<file path="src/rtl/conv_layer.sv">
// Two-stage pipelined 6-element signed dot product with a binarized threshold output.
// Input capture, then multiply, then adder tree and strict compare feeding data_out.
module conv_layer #(
  parameter logic signed [13:0] THRESHOLD = 14'sd0
) (
  input  logic            clk,
  input  logic            rst_n,
  input  logic [5:0][5:0] data_in,
  input  logic [5:0][5:0] kernel,
  output logic            data_out
);

  localparam int unsigned N  = 6;
  localparam int unsigned AW = 6;
  localparam int unsigned PW = 12;
  localparam int unsigned SW = 14;

  logic [N-1:0][AW-1:0] a_q, w_q;
  logic [N-1:0][PW-1:0] p_q, p_d;
  logic                 v0_q, v1_q;
  logic                 data_out_d;
  logic signed [SW-1:0] sum_c;

  // Operands are sign-extended to the product width so the multiply is exact.
  always_comb begin
    logic signed [PW-1:0] ae;
    logic signed [PW-1:0] we;
    p_d = '0;
    for (int i = 0; i < int'(N); i++) begin
      ae      = {{(PW-AW){a_q[i][AW-1]}}, a_q[i]};
      we      = {{(PW-AW){w_q[i][AW-1]}}, w_q[i]};
      p_d[i]  = PW'(ae * we);
    end
  end

  // The 14-bit sum covers -5952..6144, so neither overflow nor saturation occurs.
  always_comb begin
    sum_c = '0;
    for (int i = 0; i < int'(N); i++) begin
      sum_c = sum_c + SW'($signed({{(SW-PW){p_q[i][PW-1]}}, p_q[i]}));
    end
    data_out_d = v1_q & (sum_c > THRESHOLD);
  end

  // rst_n is active-high: asserting it clears every stage immediately.
  always_ff @(posedge clk or posedge rst_n) begin
    if (rst_n) begin
      a_q      <= '0;
      w_q      <= '0;
      p_q      <= '0;
      v0_q     <= 1'b0;
      v1_q     <= 1'b0;
      data_out <= 1'b0;
    end else begin
      a_q      <= data_in;
      w_q      <= kernel;
      p_q      <= p_d;
      v0_q     <= 1'b1;
      v1_q     <= v0_q;
      data_out <= data_out_d;
    end
  end

endmodule

</file>
<file path="config.mk">
export PLATFORM = sky130hd
export DESIGN_NAME = conv_layer
export DESIGN_NICKNAME = d
export VERILOG_FILES = /design/src/rtl/conv_layer.sv
export SDC_FILE = /design/constraint.sdc
export NUM_CORES = 1
export LEC_CHECK = 0
export ABC_AREA = 1
export BUFFER_PORTS_ARGS = -buffer_cell sky130_fd_sc_hd__buf_2
export CAP_MARGIN = 20
export CORE_MARGIN = 2
export CORE_UTILIZATION = 50
export CTS_CLUSTER_SIZE = 25
export DETAILED_ROUTE_END_ITERATION = 6
export PLACE_DENSITY = 0.67
export SYNTH_ARGS = -nofsm -noshare
export SYNTH_HDL_FRONTEND = slang
export SYNTH_SLANG_ARGS = --single-unit
</file>
<file path="constraint.sdc">
create_clock -name clk -period 9.9 [get_ports clk]
set_input_delay 0.495 -clock clk [delete_from_list [all_inputs] [get_ports clk]]
set_output_delay 0.495 -clock clk [all_outputs]
set_load 0.1 [all_outputs]
</file>
==> summary.md <==
| Metric | Value |
|---|---|
| Outcome | finished, final reports clean |
| Drt drc | 0 |
| R2R setup slack | 5.97 ns |
| Overflow after GRT | 0 |
| Routed WL per cell | about 13 um |
| Area grow syn2layout | 10.3% |
| TritonRoute pass-1 iters | 6 |
| Post-synth EDFFs | 0 |
| GRT Total Usage | 0.188 |
| Largest net degree at the start of global routing | 66 |
| Gp weighted congestion | about 0.84 |
| Reg clk slew, reported paths | 0.07 ns |
| Top-count cell post-synth | inv_1 |
| Final design utilization | 0.557 |
| Syn nets | between 1500 and 2000 |
| Die X | 169 um |
| H-Tree Depth | 4 |
| Share of cells above drive strength 1 | 0.0950 |
| Port-buffer cells | 74 |
| Fmax | ~250 MHz |
| FILL cells | 2345 |
| Arr. time, crit path | 4.28 ns |
| WL final | around 24000 um |
| Initial core utilization | 0.505 |
| Setup CP Type | reg2reg |
| Setup TNS | 0 ns |
| Hold Fails Final Rpt | 0 |
| Worst-Margin Slew | around 0.87 ns |
| Final Non-Filler Cells | 1847 |
| RR Endpoint | p_q[58]$_DFF_PP0_ |
| Final period util | 0.397 |
| Antenna violations before repair | 0 |
| Synth top cells by count | 406 x inv_1, 258 x nand2_1, 205 x fa_1 |
| Core area | 0.0268 mm^2 |
| Number of synthesized register bits | 147 |
| Post-CTS Repair Setup Buffers | 0 |
| Cell Area, Synth | approximately 0.014 mm^2 |
| Max FO, Critical Path | 6 |
| CTS tree | done |
| Multi-input gate area | approximately 0.0083 mm^2 |
| Yosys warning total | 0 |
| First DRT Iteration DRCs | 438 |
| Post-Synthesis Mean Instance Area | 9.68 um^2 |
| Synth async-reset ratio | 1.00 |
| Post-DRT Antenna Nets | 0 |
| Die ar. | 0.0284 mm^2 |
| Rel. slew slack | 0.422 |
| # hold bufs at CTS | 0 |
| Placed cell count | 1815 |
| Via density | 4.71 |
| Predominant post-synthesis flop cell | dfrtp_1 |
| Clk_lat worst skew | 0.44 ns |
| CTS Sinks | 147 |
| Synth area leaders | fa_1 30%, dfrtp_1 27%, ha_1 13% |
| Sequential cell area | 0.00368 mm^2 |
| Crit Reg-Reg Startpoint | w_q[29]$_DFF_PP0_ |
| Top cell type's share of synthesized area | 0.303 |
| N_diodes | 0 |
| Routed via count | 8691 |
| CP endpoint kind | flop |
| Clk_skew | 0.0172 ns |
| HP Class | in2async |
| Reg2reg path depth | 14 |
| DIE HEIGHT | roughly 170 um |
| Row count | 60 |
| Data required time of the critical path | between 10 and 15 ns |
| Slew Viols, Final | 0 |
| Clock root cell | clkbuf_16 |
| Maxcap violations | 0 |
| Final hold slack | 0.0275 ns |
| Startpoint Class | flop |
| Hpwl dp | 19700 um |
| First-pass GRT wire length | between 40000 and 50000 um |
| Period minus WS final | approximately 3.9 ns |
| Clk buf depth | 2 |
| Final setup viols | 0 |
| Seq/Total Area, Yosys | 0.272 |
| # IOs | 75 |
| Synthesized instance count | 1399 |
| RSZ-0062 raised after global routing | false |
| Yosys top cell by area | fa_1 |
| Vias in the first global route | 9192 |
| CTS resizes | 0 |
| Nets | around 1900 |
| CTS Buf Count | 17 |
| Synth unique cells | 26 |
critical path, stage by stage (launching register included):
cell     delay (ns)
dfrtp_1        0.39
inv_1          0.10
or2_2          0.29
fa_1           0.50
fa_1           0.43
fa_1           0.50
inv_1          0.05
fa_1           0.49
fa_1           0.41
nand3_1        0.10
nand2_1        0.09
a21oi_1        0.15
nor2_1         0.06
nor2_1         0.11
xor2_1         0.17
sequential cells by signal, summed over array words and instances, names as in the netlist:
name	flops
w_q	36
p_q	72
v0_q	1
v1_q	1
a_q	36
data_out	1
metrics by stage:
stage / setup WS, ns / area (um^2)
finish: 5.97 / 14900
global route: 5.73 / 14900
CTS: 5.97 / 14900
detailed placement: 6.01 / 14400
global placement: 6.08 / 14400
floorplan: 5.45 / 13500
logic make-up after synthesis:
logic type                 after synthesis  synth area share
AOI/OAI and AO/OA                       60            0.0238
xor gates and xnor gates                75            0.0485
adders and majority gates              343             0.430
buffers and inverters                  409             0.114
DFF                                    147             0.272
other                                    1          0.000277
and+or+nand+nor                        364             0.112
final cells by class:
class                   instances  area share
multi-input cells             843       0.557
clock inverters                15      0.0107
well taps                     341      0.0286
flip-flops and latches        147       0.246
repair buffers                 76      0.0258
clock buffers                  17      0.0285
inverters                     408       0.103
worst max-delay path by stage:
| stage | startpoint | endpoint | slack (ns) | depth (start not counted) |
|---|---|---|---|---|
| after floorplan | rst_n | a_q[0]$_DFF_PP0_ | 5.45 | 1 |
| after global placement | w_q[18]$_DFF_PP0_ | p_q[46]$_DFF_PP0_ | 6.08 | 15 |
| after detailed placement | w_q[24]$_DFF_PP0_ | p_q[59]$_DFF_PP0_ | 6.01 | 13 |
| after CTS | w_q[24]$_DFF_PP0_ | p_q[59]$_DFF_PP0_ | 5.97 | 13 |
| after global routing | w_q[24]$_DFF_PP0_ | p_q[58]$_DFF_PP0_ | 5.73 | 15 |
| final | w_q[29]$_DFF_PP0_ | p_q[58]$_DFF_PP0_ | 5.97 | 14 |
layer usage:
layer / track usage / part of all wire
met1: 0.251 / 0.45
met2: 0.319 / 0.50
met3: 0.0367 / 0.035
met4: 0.0457 / 0.013
met5: 0 / 0
layout by cell type, fill, tap and decap left out, types with 7 or more instances in the layout:
cell       count
inv_1        405
nand2_1      258
fa_1         205
dfrtp_1      147
ha_1         138
buf_2         74
a21oi_1       46
xor2_1        46
nor2_1        33
xnor2_1       29
or2_2         28
nand3_1       27
clkbuf_16     17
inv_6          7
Power is left out: the tool's default activity adds up to more than one toggle a clock period on the data nets, which glitch-free logic cannot reach.
